`src/rtl/apb_manyservs_master.sv`:
```
`default_nettype none
// ============================================================================
// Module : apb_manyservs_master
// Brief  : Turns a valid/ready command stream into single APB transfers toward
//          the many-servs cluster CSR port and returns one response per command.
// Rev    : 1.0
// ============================================================================
module apb_manyservs_master #(
  parameter int TIMEOUT = 64,
  parameter int CNT_W   = 16
) (
  input  logic             clk,
  input  logic             rst,
  input  logic             cmd_valid,
  output logic             cmd_ready,
  input  logic             cmd_write,
  input  logic [31:0]      cmd_addr,
  input  logic [31:0]      cmd_wdata,
  output logic             rsp_valid,
  input  logic             rsp_ready,
  output logic [31:0]      rsp_rdata,
  output logic             rsp_err,
  output logic             rsp_timeout,
  output logic [31:0]      paddr,
  output logic             psel,
  output logic             penable,
  output logic             pwrite,
  output logic [31:0]      pwdata,
  input  logic [31:0]      prdata,
  input  logic             pready,
  input  logic             perr,
  output logic             busy,
  output logic [CNT_W-1:0] txn_count
);

  localparam int            TW     = (TIMEOUT > 1) ? $clog2(TIMEOUT) : 1;
  localparam bit            TO_EN  = (TIMEOUT != 0);
  localparam logic [TW-1:0] T_LAST = TW'((TIMEOUT > 0) ? TIMEOUT - 1 : 0);
  localparam logic [TW-1:0] T_MAX  = '1;

  typedef enum logic [1:0] {
    S_IDLE   = 2'd0,
    S_SETUP  = 2'd1,
    S_ACCESS = 2'd2,
    S_RESP   = 2'd3
  } state_t;

  state_t           state_q, state_d;
  logic             psel_q, psel_d;
  logic             penable_q, penable_d;
  logic             pwrite_q, pwrite_d;
  logic [31:0]      paddr_q, paddr_d;
  logic [31:0]      pwdata_q, pwdata_d;
  logic             rsp_valid_q, rsp_valid_d;
  logic [31:0]      rsp_rdata_q, rsp_rdata_d;
  logic             rsp_err_q, rsp_err_d;
  logic             rsp_to_q, rsp_to_d;
  logic [CNT_W-1:0] txn_q, txn_d;
  logic [TW-1:0]    tcnt_q, tcnt_d;

  always_comb begin
    state_d     = state_q;
    psel_d      = psel_q;
    penable_d   = penable_q;
    pwrite_d    = pwrite_q;
    paddr_d     = paddr_q;
    pwdata_d    = pwdata_q;
    rsp_valid_d = rsp_valid_q;
    rsp_rdata_d = rsp_rdata_q;
    rsp_err_d   = rsp_err_q;
    rsp_to_d    = rsp_to_q;
    txn_d       = txn_q;
    tcnt_d      = tcnt_q;

    case (state_q)
      S_IDLE: begin
        if (cmd_valid) begin
          paddr_d  = cmd_addr & 32'hFFFF_FFFC;
          pwrite_d = cmd_write;
          pwdata_d = cmd_write ? cmd_wdata : 32'h0;
          psel_d   = 1'b1;
          state_d  = S_SETUP;
        end
      end
      S_SETUP: begin
        penable_d = 1'b1;
        tcnt_d    = '0;
        state_d   = S_ACCESS;
      end
      S_ACCESS: begin
        // pready is checked first so a completion on the last allowed cycle wins
        if (pready) begin
          psel_d      = 1'b0;
          penable_d   = 1'b0;
          rsp_rdata_d = (!pwrite_q && !perr) ? prdata : 32'h0;
          rsp_err_d   = perr;
          rsp_to_d    = 1'b0;
          rsp_valid_d = 1'b1;
          state_d     = S_RESP;
        end else if (TO_EN && (tcnt_q == T_LAST)) begin
          psel_d      = 1'b0;
          penable_d   = 1'b0;
          rsp_rdata_d = 32'h0;
          rsp_err_d   = 1'b1;
          rsp_to_d    = 1'b1;
          rsp_valid_d = 1'b1;
          state_d     = S_RESP;
        end else if (tcnt_q != T_MAX) begin
          tcnt_d = tcnt_q + TW'(1);
        end
      end
      S_RESP: begin
        if (rsp_ready) begin
          rsp_valid_d = 1'b0;
          txn_d       = txn_q + CNT_W'(1);
          state_d     = S_IDLE;
        end
      end
      default: state_d = S_IDLE;
    endcase
  end

  always_ff @(posedge clk or posedge rst) begin
    if (rst) begin
      state_q     <= S_IDLE;
      psel_q      <= 1'b0;
      penable_q   <= 1'b0;
      pwrite_q    <= 1'b0;
      paddr_q     <= 32'h0;
      pwdata_q    <= 32'h0;
      rsp_valid_q <= 1'b0;
      rsp_rdata_q <= 32'h0;
      rsp_err_q   <= 1'b0;
      rsp_to_q    <= 1'b0;
      txn_q       <= '0;
      tcnt_q      <= '0;
    end else begin
      state_q     <= state_d;
      psel_q      <= psel_d;
      penable_q   <= penable_d;
      pwrite_q    <= pwrite_d;
      paddr_q     <= paddr_d;
      pwdata_q    <= pwdata_d;
      rsp_valid_q <= rsp_valid_d;
      rsp_rdata_q <= rsp_rdata_d;
      rsp_err_q   <= rsp_err_d;
      rsp_to_q    <= rsp_to_d;
      txn_q       <= txn_d;
      tcnt_q      <= tcnt_d;
    end
  end

  assign cmd_ready   = (state_q == S_IDLE) && !rst;
  assign busy        = (state_q != S_IDLE);
  assign psel        = psel_q;
  assign penable     = penable_q;
  assign pwrite      = pwrite_q;
  assign paddr       = paddr_q;
  assign pwdata      = pwdata_q;
  assign rsp_valid   = rsp_valid_q;
  assign rsp_rdata   = rsp_rdata_q;
  assign rsp_err     = rsp_err_q;
  assign rsp_timeout = rsp_to_q;
  assign txn_count   = txn_q;

endmodule
`default_nettype wire

```
`config.mk`:
```
export PLATFORM = sky130hd
export DESIGN_NAME = apb_manyservs_master
export DESIGN_NICKNAME = d
export VERILOG_FILES = /design/src/rtl/apb_manyservs_master.sv
export SDC_FILE = /design/constraint.sdc
export NUM_CORES = 1
export LEC_CHECK = 0
export CAP_MARGIN = 20
export CORE_MARGIN = 1.5
export CORE_UTILIZATION = 45
export CTS_CLUSTER_DIAMETER = 60
export DETAILED_ROUTE_END_ITERATION = 7
export PLACE_DENSITY = 0.92
export SLEW_MARGIN = 20
export SYNTH_ARGS = -nofsm -noshare
export SYNTH_HDL_FRONTEND = slang
export SYNTH_SLANG_ARGS = --single-unit
```
`constraint.sdc`:
```
create_clock -name clk -period 7.7 [get_ports clk]
set_input_delay 1.54 -clock clk [delete_from_list [all_inputs] [get_ports clk]]
set_output_delay 1.54 -clock clk [all_outputs]
set_load 0.01 [all_outputs]
```
==> results of run 1 <==
==> cells by family (layout without fill, tap and decap cells) <==
| group | after synthesis | count (layout) | share of synthesized area [%] |
|---|---|---|---|
| other cells | 1 | 2 | 0.0749 |
| buf+inv | 31 | 257 | 3.27 |
| flops | 124 | 124 | 62.0 |
| compound gates | 88 | 88 | 12.1 |
| fa+ha+maj | 7 | 7 | 1.75 |
| xor+xnor | 15 | 15 | 2.62 |
| simple gates | 115 | 115 | 10.6 |
| mux | 34 | 34 | 7.60 |
==> cell usage in the layout (no fill, tap or decap), types with 4 or more instances in the layout <==
cell / synthesis / routed
sky130_fd_sc_hd__xor2_1: 4 / 4
sky130_fd_sc_hd__o21ai_1: 8 / 8
sky130_fd_sc_hd__clkbuf_16: 0 / 16
sky130_fd_sc_hd__xnor2_1: 11 / 11
sky130_fd_sc_hd__ha_1: 7 / 7
sky130_fd_sc_hd__nand4_1: 4 / 4
sky130_fd_sc_hd__a22o_1: 32 / 32
sky130_fd_sc_hd__clkdlybuf4s50_1: 0 / 217
sky130_fd_sc_hd__nor2_1: 9 / 9
sky130_fd_sc_hd__o21ai_0: 31 / 31
sky130_fd_sc_hd__mux2_2: 32 / 32
sky130_fd_sc_hd__dfrtp_1: 124 / 124
sky130_fd_sc_hd__a21oi_1: 5 / 5
sky130_fd_sc_hd__nand2_1: 78 / 77
sky130_fd_sc_hd__inv_1: 6 / 5
sky130_fd_sc_hd__nand3_1: 7 / 7
sky130_fd_sc_hd__clkinv_2: 0 / 4
==> layout make-up <==
| class | count | area [sq um] | share of cell area (%) |
|---|---|---|---|
| Clock buffer | 22 | 453 | 5.78 |
| Tap cell | 140 | 175 | 2.24 |
| Multi-Input combinational cell | 261 | 1750 | 22.3 |
| Sequential cell | 124 | 3100 | 39.6 |
| Timing Repair Buffer | 221 | 2210 | 28.2 |
| Clock inverter | 8 | 118 | 1.50 |
| Inverter | 6 | 25.0 | 0.319 |
==> power by group <==
group          switching (mW)  internal [mW]
Sequential              0.184          0.941
Combinational           0.528          0.740
Clock                   0.269          0.504
Total                   0.981           2.19
==> layer usage <==
metal / vias up / share of wire, % / global-route usage (%)
met2: 186 / 50 / 39.3
li1: 1868 / - / -
met4: 0 / 2.0 / 10.3
met1: 1941 / 38 / 24.7
met3: 21 / 10 / 9.76
met5: - / 0 / 0
==> worst max-delay path, cell delays in order <==
cell	delay, ns
sky130_fd_sc_hd__clkdlybuf4s50_1	0.46
sky130_fd_sc_hd__nor2_1	0.11
sky130_fd_sc_hd__clkdlybuf4s50_1	0.55
==> final timing paths <==
path / to / slack [ns] / depth (start not counted)
min in group asynchronous: paddr[27] / 1.47 / 2
worst max-delay path: cmd_ready / 3.50 / 3
worst min register to register: txn_count[15] / 0.47 / 1
max in group asynchronous: txn_count[3] / 5.10 / 3
worst min-delay path: txn_count[15] / 0.47 / 1
worst max register to register: rsp_rdata[14] / 5.45 / 6
==> state kept, by name, indices dropped and copies added (netlist names) <==
register,cells
tcnt_q,6
paddr,30
penable,1
txn_count,16
rsp_err,1
rsp_rdata,32
state_q,2
psel,1
pwdata,32
rsp_timeout,1
rsp_valid,1
pwrite,1
==> flow_results.xml, run 1 <==
<?xml version="1.0" encoding="UTF-8"?>
<metrics>
  <group name="timing">
    <metric name="final-setup-viol-count" unit="">0</metric>
    <metric name="grt_setup_unrepaired" unit="">false</metric>
    <metric name="clock-skew-final" unit="ns">0.00733</metric>
    <metric name="finalHoldViolCount" unit="">0</metric>
    <metric name="totalNegativeSetupSlack" unit="ns">0</metric>
    <metric name="final_period_minus_worst_setup_slack" unit="ns">4.20</metric>
    <metric name="setup_ws" unit="ns">3.50</metric>
    <metric name="whs" unit="ns">0.469</metric>
    <metric name="maxSlewHeadroom" unit="%">39.3</metric>
    <metric name="post_route_clock_period_utilization" unit="%">54.5</metric>
    <metric name="max_slew.worst_pin.slew" unit="ns">0.911</metric>
    <metric name="timing_max_transition_violations_final" unit="">0</metric>
    <metric name="timing_limited_maximum_frequency" unit="GHz">0.238</metric>
  </group>
  <group name="placed_design">
    <metric name="post-place-cells" unit="">751</metric>
    <metric name="placedInstanceArea" unit="sq um">7250</metric>
    <metric name="detailedPlace.worstSlack" unit="ns">3.49</metric>
    <metric name="post-dp-hpwl" unit="microns">9260</metric>
    <metric name="place.gp.congestion" unit="">0.808</metric>
    <metric name="portBuffers" unit="">218</metric>
  </group>
  <group name="clocking">
    <metric name="cts.sinks" unit="">124</metric>
    <metric name="cts-resized-gates" unit="">0</metric>
    <metric name="clock_path_buffers" unit="">2</metric>
    <metric name="post_cts_hold_buffer_count" unit="">0</metric>
    <metric name="clkLatencyLatePin" unit="ns">0.51</metric>
    <metric name="tritoncts_clock_tree" unit="">built</metric>
    <metric name="cts-htree-levels" unit="">4</metric>
    <metric name="cts.repair_timing.setup_buffer_count" unit="">0</metric>
    <metric name="clock_tree.root_cell" unit="">sky130_fd_sc_hd__clkbuf_8</metric>
    <metric name="clkTransAtPathRegs" unit="ns">0.05</metric>
    <metric name="cts-buffers-inserted" unit="">17</metric>
  </group>
  <group name="die">
    <metric name="initial_core_utilization" unit="%">46.2</metric>
    <metric name="coreArea" unit="sq um">10800</metric>
    <metric name="die_area" unit="sq um">11800</metric>
    <metric name="die_width" unit="microns">108</metric>
    <metric name="num_ports" unit="">223</metric>
    <metric name="placementRows" unit="">38</metric>
    <metric name="fp.dieH" unit="microns">108</metric>
  </group>
  <group name="worst_setup_path">
    <metric name="startpoint" unit="">rst</metric>
    <metric name="timing.critical_path.fanout_max" unit="">2</metric>
    <metric name="cp_data_required_time" unit="ns">6.16</metric>
    <metric name="end_kind" unit="">output port</metric>
    <metric name="rr_startpoint" unit="">state_q[0]</metric>
    <metric name="critPathKind" unit="">in2out</metric>
    <metric name="crit_path_start_kind" unit="">input port</metric>
    <metric name="arrival" unit="ns">2.66</metric>
  </group>
  <group name="yosys">
    <metric name="postSynthRegisterBits" unit="">124</metric>
    <metric name="syn-instance-count" unit="">415</metric>
    <metric name="synth_cell_type_count" unit="">40</metric>
    <metric name="average_footprint_of_a_synthesized_cell" unit="sq um">12.1</metric>
    <metric name="yosysTopAreaCellShare" unit="%">62.0</metric>
    <metric name="dominantRegCellSynth" unit="">sky130_fd_sc_hd__dfrtp_1</metric>
    <metric name="seq_area_frac_synth" unit="%">62.0</metric>
    <metric name="synth.top_cells.by_count" unit="">sky130_fd_sc_hd__dfrtp_1, sky130_fd_sc_hd__nand2_1, sky130_fd_sc_hd__a22o_1, sky130_fd_sc_hd__mux2_2, sky130_fd_sc_hd__o21ai_0</metric>
    <metric name="async_flop_share" unit="%">100</metric>
    <metric name="synthTopCellsByArea" unit="">sky130_fd_sc_hd__dfrtp_1, sky130_fd_sc_hd__mux2_2, sky130_fd_sc_hd__nand2_1, sky130_fd_sc_hd__a22o_1, sky130_fd_sc_hd__o21ai_0</metric>
    <metric name="synth_enable_flop_cells" unit="">0</metric>
    <metric name="ys.warnings.count" unit="">0</metric>
    <metric name="netlist_area_pre_place" unit="sq um">5000</metric>
    <metric name="synth_most_common_cell" unit="">sky130_fd_sc_hd__dfrtp_1</metric>
    <metric name="synth_top_cell_by_area" unit="">sky130_fd_sc_hd__dfrtp_1</metric>
  </group>
  <group name="global_routing">
    <metric name="grt_antenna_before_repair" unit="">0</metric>
    <metric name="grt_remaining_overflow" unit="">0</metric>
    <metric name="first_global_vias" unit="">4199</metric>
    <metric name="first_pass_grt_wire_length" unit="microns">20500</metric>
    <metric name="grt_max_degree" unit="">96</metric>
    <metric name="grt_util_all_layers" unit="%">23.0</metric>
  </group>
  <group name="final_layout">
    <metric name="utilization" unit="%">72.3</metric>
    <metric name="number_of_fill_cells_in_the_layout" unit="">734</metric>
    <metric name="antenna-diode-count" unit="">0</metric>
    <metric name="num-nets-final" unit="">741</metric>
    <metric name="layout.cell_area.non_filler" unit="sq um">7840</metric>
    <metric name="fin_cells" unit="">782</metric>
    <metric name="share_of_layout_cells_above_drive_strength_1" unit="%">11.8</metric>
    <metric name="flow.area_growth_from_synthesis" unit="%">56.5</metric>
  </group>
  <group name="power_and_ir_drop">
    <metric name="leakagePower" unit="nW">3.45</metric>
    <metric name="worst_ir_drop_vdd" unit="mV">0.246</metric>
    <metric name="total_power" unit="mW">3.17</metric>
    <metric name="power.density" unit="nW/um^2">404</metric>
  </group>
  <group name="route">
    <metric name="route.antenna.remaining_nets" unit="">0</metric>
    <metric name="dr_iter_0_viols" unit="">182</metric>
    <metric name="route.detailed.wl_per_inst" unit="microns">16.8</metric>
    <metric name="drt-total-wl" unit="microns">13100</metric>
    <metric name="dr_total_vias" unit="">4016</metric>
    <metric name="route.detailed.drc" unit="">0</metric>
    <metric name="vias_per_cell" unit="">5.14</metric>
    <metric name="first_pass_iters" unit="">4</metric>
  </group>
  <group name="run_status">
    <metric name="status" unit="">finished clean</metric>
  </group>
  <group name="run">
    <metric name="cap_violations" unit="">0</metric>
  </group>
  <group name="hold_path">
    <metric name="hold_path.startpoint" unit="">txn_count[15]</metric>
    <metric name="worstHoldPathType" unit="">reg2reg</metric>
  </group>
</metrics>
No activity file was read; power rests on OpenSTA's default activity.
==> run 2, diff against run 1 <==
--- a/config.mk
+++ b/config.mk
@@ -7,10 +7,10 @@
 export LEC_CHECK = 0
 export CAP_MARGIN = 20
 export CORE_MARGIN = 1.5
-export CORE_UTILIZATION = 45
+export CORE_UTILIZATION = 42
 export CTS_CLUSTER_DIAMETER = 60
 export DETAILED_ROUTE_END_ITERATION = 7
-export PLACE_DENSITY = 0.92
+export PLACE_DENSITY = 0.87
 export SLEW_MARGIN = 20
 export SYNTH_ARGS = -nofsm -noshare
 export SYNTH_HDL_FRONTEND = slang
==> constraint.sdc (replaced) <==
create_clock -name clk -period 4.15 [get_ports clk]
set_input_delay 0.83 -clock clk [delete_from_list [all_inputs] [get_ports clk]]
set_output_delay 0.83 -clock clk [all_outputs]
set_load 0.01 [all_outputs]
==> run 2 against run 1 <==
The run now ends with design-rule violations left. Power up 80%. Clock power rose by 66%. Final area is 0.78% lower. Sequential cell count unchanged. Hold slack improved by 0.0079 ns. Critical path depth rose by 2. Core utilization decreased by 4.8 points. Largest power group unchanged.
==> flow_results.xml, run 2 (synthesized netlist as in run 1, its figures left out) <==
<?xml version="1.0" encoding="UTF-8"?>
<metrics>
  <group name="worst_setup_path">
    <metric name="arrival" unit="ns">1.97</metric>
    <metric name="timing.critical_path.fanout_max" unit="">4</metric>
    <metric name="critPathKind" unit="">reg2out</metric>
    <metric name="cp_data_required_time" unit="ns">3.32</metric>
    <metric name="crit_path_start_kind" unit="">flop</metric>
    <metric name="end_kind" unit="">output port</metric>
  </group>
  <group name="timing">
    <metric name="post_route_clock_period_utilization" unit="%">67.6</metric>
    <metric name="totalNegativeSetupSlack" unit="ns">0</metric>
    <metric name="setup_ws" unit="ns">1.35</metric>
    <metric name="clock-skew-final" unit="ns">0.00469</metric>
    <metric name="finalHoldViolCount" unit="">0</metric>
    <metric name="max_slew.worst_pin.slew" unit="ns">0.954</metric>
    <metric name="timing_limited_maximum_frequency" unit="GHz">0.357</metric>
    <metric name="grt_setup_unrepaired" unit="">false</metric>
    <metric name="final_period_minus_worst_setup_slack" unit="ns">2.80</metric>
    <metric name="timing_max_transition_violations_final" unit="">0</metric>
    <metric name="final-setup-viol-count" unit="">0</metric>
    <metric name="maxSlewHeadroom" unit="%">36.4</metric>
  </group>
  <group name="final_layout">
    <metric name="num-nets-final" unit="">740</metric>
    <metric name="flow.area_growth_from_synthesis" unit="%">55.3</metric>
    <metric name="layout.cell_area.non_filler" unit="sq um">7770</metric>
    <metric name="layout.cells.most_common" unit="">sky130_fd_sc_hd__clkdlybuf4s50_1</metric>
    <metric name="final_cell_mix" unit="">sky130_fd_sc_hd__clkdlybuf4s50_1, sky130_fd_sc_hd__dfrtp_1, sky130_fd_sc_hd__nand2_1</metric>
    <metric name="number_of_fill_cells_in_the_layout" unit="">846</metric>
    <metric name="share_of_layout_cells_above_drive_strength_1" unit="%">11.3</metric>
    <metric name="fin_cells" unit="">781</metric>
    <metric name="antenna-diode-count" unit="">0</metric>
    <metric name="multiInputGateArea" unit="sq um">1760</metric>
    <metric name="area.sequential" unit="sq um">3100</metric>
  </group>
  <group name="clocking">
    <metric name="cts.repair_timing.setup_buffer_count" unit="">0</metric>
    <metric name="clkLatencyLatePin" unit="ns">0.40</metric>
    <metric name="cts.sinks" unit="">124</metric>
    <metric name="post_cts_hold_buffer_count" unit="">0</metric>
    <metric name="cts-buffers-inserted" unit="">17</metric>
    <metric name="tritoncts_clock_tree" unit="">built</metric>
    <metric name="cts-htree-levels" unit="">4</metric>
    <metric name="clock_tree.root_cell" unit="">sky130_fd_sc_hd__clkbuf_16</metric>
    <metric name="clkTransAtPathRegs" unit="ns">0.05</metric>
    <metric name="clock_path_buffers" unit="">2</metric>
    <metric name="cts-resized-gates" unit="">0</metric>
  </group>
  <group name="die">
    <metric name="fp.dieH" unit="microns">112</metric>
    <metric name="die_area" unit="sq um">12600</metric>
    <metric name="die_width" unit="microns">112</metric>
    <metric name="num_ports" unit="">223</metric>
    <metric name="placementRows" unit="">39</metric>
    <metric name="coreArea" unit="sq um">11500</metric>
    <metric name="initial_core_utilization" unit="%">43.5</metric>
  </group>
  <group name="run_status">
    <metric name="status" unit="">complete, but fails checks</metric>
    <metric name="failed_checks" unit="">design-rule violations</metric>
  </group>
  <group name="route">
    <metric name="dr_iter_0_viols" unit="">206</metric>
    <metric name="route.detailed.wl_per_inst" unit="microns">16.2</metric>
    <metric name="vias_per_cell" unit="">5.08</metric>
    <metric name="route.antenna.remaining_nets" unit="">0</metric>
    <metric name="dr_total_vias" unit="">3969</metric>
    <metric name="drt-total-wl" unit="microns">12600</metric>
    <metric name="first_pass_iters" unit="">6</metric>
    <metric name="route.detailed.drc" unit="">16</metric>
  </group>
  <group name="global_routing">
    <metric name="first_global_vias" unit="">4101</metric>
    <metric name="grt_remaining_overflow" unit="">0</metric>
    <metric name="first_pass_grt_wire_length" unit="microns">20300</metric>
    <metric name="grt_max_degree" unit="">125</metric>
    <metric name="grt_antenna_before_repair" unit="">0</metric>
    <metric name="grt_util_all_layers" unit="%">20.6</metric>
  </group>
  <group name="hold_path">
    <metric name="worstHoldPathType" unit="">reg2reg</metric>
  </group>
  <group name="placed_design">
    <metric name="detailedPlace.worstSlack" unit="ns">1.39</metric>
    <metric name="place.gp.congestion" unit="">0.788</metric>
    <metric name="post-dp-hpwl" unit="microns">8810</metric>
    <metric name="portBuffers" unit="">218</metric>
    <metric name="placedInstanceArea" unit="sq um">7270</metric>
    <metric name="post-place-cells" unit="">754</metric>
  </group>
  <group name="power_and_ir_drop">
    <metric name="leakagePower" unit="nW">3.43</metric>
    <metric name="total_power" unit="mW">5.69</metric>
    <metric name="power.density" unit="nW/um^2">731</metric>
    <metric name="worst_ir_drop_vdd" unit="mV">0.416</metric>
  </group>
  <group name="run">
    <metric name="cap_violations" unit="">0</metric>
  </group>
</metrics>
-- run 2: cell count changes in the layout (fill, tap and decap cells not counted), sizes merged --
cell      previous run  this run
buf                  4         3
clkinvlp             1         0
clkinv               4         3
bufinv               3         0
clkbuf              22        24
-- run 2: final timing paths --
kind | start | endpoint | slack, ns | cells after the start
min in group asynchronous | rst | penable | 0.93 | 3
max reg2reg | state_q[0] | rsp_rdata[25] | 2.00 | 6
max in group asynchronous | rst | pwdata[31] | 2.66 | 3
min | pwdata[25] | pwdata[25] | 0.48 | 2
max | state_q[1] | cmd_ready | 1.35 | 5
min reg2reg | pwdata[25] | pwdata[25] | 0.48 | 2
-- run 2: critical path: stages (launching register included) --
cell                              delay (ns)
sky130_fd_sc_hd__dfrtp_1                0.41
sky130_fd_sc_hd__inv_1                  0.13
sky130_fd_sc_hd__ha_1                   0.26
sky130_fd_sc_hd__inv_1                  0.12
sky130_fd_sc_hd__nor2_1                 0.12
sky130_fd_sc_hd__clkdlybuf4s50_1        0.54
-- run 2: area by class of cell --
| type | instances | area share (%) |
|---|---|---|
| clock buffer | 24 | 6.33 |
| clock inverter | 3 | 0.193 |
| inverter | 6 | 0.322 |
| multi-input combinational | 261 | 22.6 |
| sequential | 124 | 39.9 |
| tap | 143 | 2.30 |
| timing repair buffer | 220 | 28.4 |
-- run 2: report_power, final --
| group | total, mW | internal (mW) | leakage, nW | switching (mW) |
|---|---|---|---|---|
| sequential | 2.07 | 1.75 | 1.59 | 0.325 |
| combinational | 2.34 | 1.37 | 1.58 | 0.966 |
| clock | 1.28 | 0.805 | 0.254 | 0.472 |
-- run 2: stage by stage --
| stage | utilization (%) | hold slack (ns) |
|---|---|---|
| CTS | 67.5 | 0.483 |
| global placement | 63.1 | 0.459 |
| global route | 67.5 | 0.510 |
| floorplan | - | 0.473 |
| finish | 67.5 | 0.477 |
| detailed placement | 63.1 | 0.471 |
-- run 2: routing by layer --
layer | share of wire (%) | GRT usage (%) | wire length [microns]
met5 | 0 | 0 | 0
met4 | 2.2 | 8.95 | 277
met1 | 39 | 24.0 | 4940
met2 | 49 | 34.2 | 6200
met3 | 9.6 | 7.94 | 1210
==> run 3, diff against run 2 <==
--- a/config.mk
+++ b/config.mk
@@ -7,10 +7,10 @@
 export LEC_CHECK = 0
 export CAP_MARGIN = 20
 export CORE_MARGIN = 1.5
-export CORE_UTILIZATION = 42
+export CORE_UTILIZATION = 38
 export CTS_CLUSTER_DIAMETER = 60
 export DETAILED_ROUTE_END_ITERATION = 7
-export PLACE_DENSITY = 0.87
+export PLACE_DENSITY = 0.84
 export SLEW_MARGIN = 20
 export SYNTH_ARGS = -nofsm -noshare
 export SYNTH_HDL_FRONTEND = slang
==> constraint.sdc (replaced) <==
create_clock -name clk -period 2.5 [get_ports clk]
set_input_delay 0.5 -clock clk [delete_from_list [all_inputs] [get_ports clk]]
set_output_delay 0.5 -clock clk [all_outputs]
set_load 0.01 [all_outputs]
==> run 3 against run 2 <==
The run now ends clean. Highest routed layer unchanged. Cell count up 5.4%. Largest cell class unchanged. Largest power group unchanged. Via count increased by 3.3%. Die area is 10% higher.
==> flow_results.xml, run 3 (synthesized netlist as in run 1, its figures left out) <==
<?xml version="1.0" encoding="UTF-8"?>
<metrics>
  <group name="run_status">
    <metric name="status" unit="">finished clean</metric>
  </group>
  <group name="timing">
    <metric name="grt_setup_unrepaired" unit="">false</metric>
    <metric name="timing_limited_maximum_frequency" unit="GHz">0.426</metric>
    <metric name="totalNegativeSetupSlack" unit="ns">0</metric>
    <metric name="timing_max_transition_violations_final" unit="">0</metric>
    <metric name="clock-skew-final" unit="ns">0.0111</metric>
    <metric name="setup_ws" unit="ns">0.154</metric>
    <metric name="post_route_clock_period_utilization" unit="%">93.8</metric>
    <metric name="whs" unit="ns">0.472</metric>
    <metric name="finalHoldViolCount" unit="">0</metric>
    <metric name="final-setup-viol-count" unit="">0</metric>
    <metric name="final_period_minus_worst_setup_slack" unit="ns">2.35</metric>
  </group>
  <group name="global_routing">
    <metric name="grt_remaining_overflow" unit="">0</metric>
    <metric name="grt_max_degree" unit="">68</metric>
    <metric name="grt_antenna_before_repair" unit="">0</metric>
    <metric name="global_route.peak_usage_layer" unit="">met2</metric>
    <metric name="grt_util_all_layers" unit="%">19.8</metric>
    <metric name="use_met1" unit="%">22.2</metric>
    <metric name="first_global_vias" unit="">4394</metric>
    <metric name="globalRouteMet2Util" unit="%">33.9</metric>
    <metric name="first_pass_grt_wire_length" unit="microns">21800</metric>
    <metric name="use_met3" unit="%">7.41</metric>
  </group>
  <group name="final_layout">
    <metric name="num-nets-final" unit="">748</metric>
    <metric name="utilization" unit="%">63.1</metric>
    <metric name="final_cell_mix" unit="">sky130_fd_sc_hd__clkdlybuf4s50_1, sky130_fd_sc_hd__dfrtp_1, sky130_fd_sc_hd__nand2_1</metric>
    <metric name="area.sequential" unit="sq um">3100</metric>
    <metric name="share_of_layout_cells_above_drive_strength_1" unit="%">13.5</metric>
    <metric name="layout.cells.most_common" unit="">sky130_fd_sc_hd__clkdlybuf4s50_1</metric>
    <metric name="antenna-diode-count" unit="">0</metric>
    <metric name="multiInputGateArea" unit="sq um">1770</metric>
    <metric name="layout.cell_area.non_filler" unit="sq um">8030</metric>
    <metric name="flow.area_growth_from_synthesis" unit="%">60.4</metric>
    <metric name="number_of_fill_cells_in_the_layout" unit="">1018</metric>
  </group>
  <group name="clocking">
    <metric name="clock_tree.root_cell" unit="">sky130_fd_sc_hd__clkbuf_16</metric>
    <metric name="cts.sinks" unit="">124</metric>
    <metric name="cts-buffers-inserted" unit="">17</metric>
    <metric name="cts-htree-levels" unit="">4</metric>
    <metric name="clkLatencyLatePin" unit="ns">0.41</metric>
    <metric name="tritoncts_clock_tree" unit="">built</metric>
    <metric name="clock_path_buffers" unit="">2</metric>
    <metric name="clkTransAtPathRegs" unit="ns">0.05</metric>
  </group>
  <group name="die">
    <metric name="fp.dieH" unit="microns">118</metric>
    <metric name="die_width" unit="microns">118</metric>
    <metric name="initial_core_utilization" unit="%">39.3</metric>
    <metric name="placementRows" unit="">41</metric>
    <metric name="coreArea" unit="sq um">12700</metric>
    <metric name="die_area" unit="sq um">13900</metric>
    <metric name="num_ports" unit="">223</metric>
  </group>
  <group name="power_and_ir_drop">
    <metric name="worst_ir_drop_vdd" unit="mV">0.668</metric>
    <metric name="power.density" unit="nW/um^2">1240</metric>
    <metric name="leakagePower" unit="nW">3.52</metric>
  </group>
  <group name="route">
    <metric name="first_pass_iters" unit="">4</metric>
    <metric name="route.detailed.wl_per_inst" unit="microns">16.1</metric>
    <metric name="vias_per_cell" unit="">4.98</metric>
    <metric name="dr_iter_0_viols" unit="">188</metric>
    <metric name="route.detailed.drc" unit="">0</metric>
    <metric name="drt-total-wl" unit="microns">13200</metric>
    <metric name="dr_total_vias" unit="">4101</metric>
    <metric name="route.antenna.remaining_nets" unit="">0</metric>
  </group>
  <group name="worst_setup_path">
    <metric name="cp_data_required_time" unit="ns">2.00</metric>
    <metric name="crit_path_start_kind" unit="">flop</metric>
    <metric name="timing.critical_path.fanout_max" unit="">4</metric>
    <metric name="end_kind" unit="">output port</metric>
    <metric name="arrival" unit="ns">1.85</metric>
    <metric name="critPathKind" unit="">reg2out</metric>
  </group>
  <group name="placed_design">
    <metric name="place.gp.congestion" unit="">0.745</metric>
    <metric name="portBuffers" unit="">218</metric>
    <metric name="placedInstanceArea" unit="sq um">7390</metric>
    <metric name="post-dp-hpwl" unit="microns">9590</metric>
    <metric name="detailedPlace.worstSlack" unit="ns">0.379</metric>
  </group>
  <group name="run">
    <metric name="cap_violations" unit="">0</metric>
  </group>
  <group name="hold_path">
    <metric name="worstHoldPathType" unit="">reg2reg</metric>
  </group>
</metrics>
## run 3: changes by cell type in the layout (fill, tap and decap cells not counted), sizes merged
cell	previous run	this run
clkinvlp	0	3
clkinv	3	5
inv	6	5
buf	3	10
bufinv	0	3
clkbuf	24	22
clkdlybuf4s50	217	218
## run 3: per-layer routing
| metal | vias up | wire length [microns] |
|---|---|---|
| met5 | - | 0 |
| met4 | 0 | 194 |
| met3 | 23 | 1070 |
| met2 | 177 | 6660 |
| met1 | 2014 | 5310 |
| li1 | 1887 | - |
## run 3: area by class of cell
class	instances	share of cell area [%]
multi-input cells	261	22.0
well taps	172	2.68
clock inverters	10	1.71
inverters	6	0.327
flip-flops and latches	124	38.6
clock buffers	22	6.03
repair buffers	228	28.6
## run 3: worst max-delay path: stages, from the launching register on
cell                              delay [ns]
sky130_fd_sc_hd__dfrtp_1                0.39
sky130_fd_sc_hd__inv_1                  0.15
sky130_fd_sc_hd__ha_4                   0.17
sky130_fd_sc_hd__inv_1                  0.07
sky130_fd_sc_hd__nor2_1                 0.11
sky130_fd_sc_hd__clkdlybuf4s50_1        0.55
## run 3: timing repair
action,in CTS,in global routing
gates resized for setup,0,3
endpoints found under the setup margin,0,1
hold buffers,0,0
buffers inserted,0,0
## run 3: final timing paths
| kind | startpoint | to | slack (ns) | cells after the start |
|---|---|---|---|---|
| setup / recovery | state_q[1] | cmd_ready | 0.15 | 5 |
| hold / removal | txn_count[15] | txn_count[15] | 0.47 | 1 |
| max in group asynchronous | rst | pwdata[19] | 1.58 | 3 |
| hold reg to reg | txn_count[15] | txn_count[15] | 0.47 | 1 |
| setup reg to reg | state_q[0] | rsp_rdata[2] | 0.66 | 6 |
| min in group asynchronous | rst | psel | 0.58 | 3 |
## run 3: stage by stage
| step | instances | total power [mW] |
|---|---|---|
| 3_3_place_gp | 791 | 7.27 |
| 2_1_floorplan | 416 | 5.12 |
| 6_report | 823 | 9.95 |
| 5_1_grt | 823 | 10.5 |
| 4_1_cts | 823 | 10.0 |
| 3_5_place_dp | 791 | 7.44 |
## run 3: power by group
part           total [mW]  switching [mW]  internal (mW)
sequential           3.44           0.545           2.90
clock                2.52           0.852           1.67
combinational        3.98            1.64           2.34
total                9.95            3.04           6.91
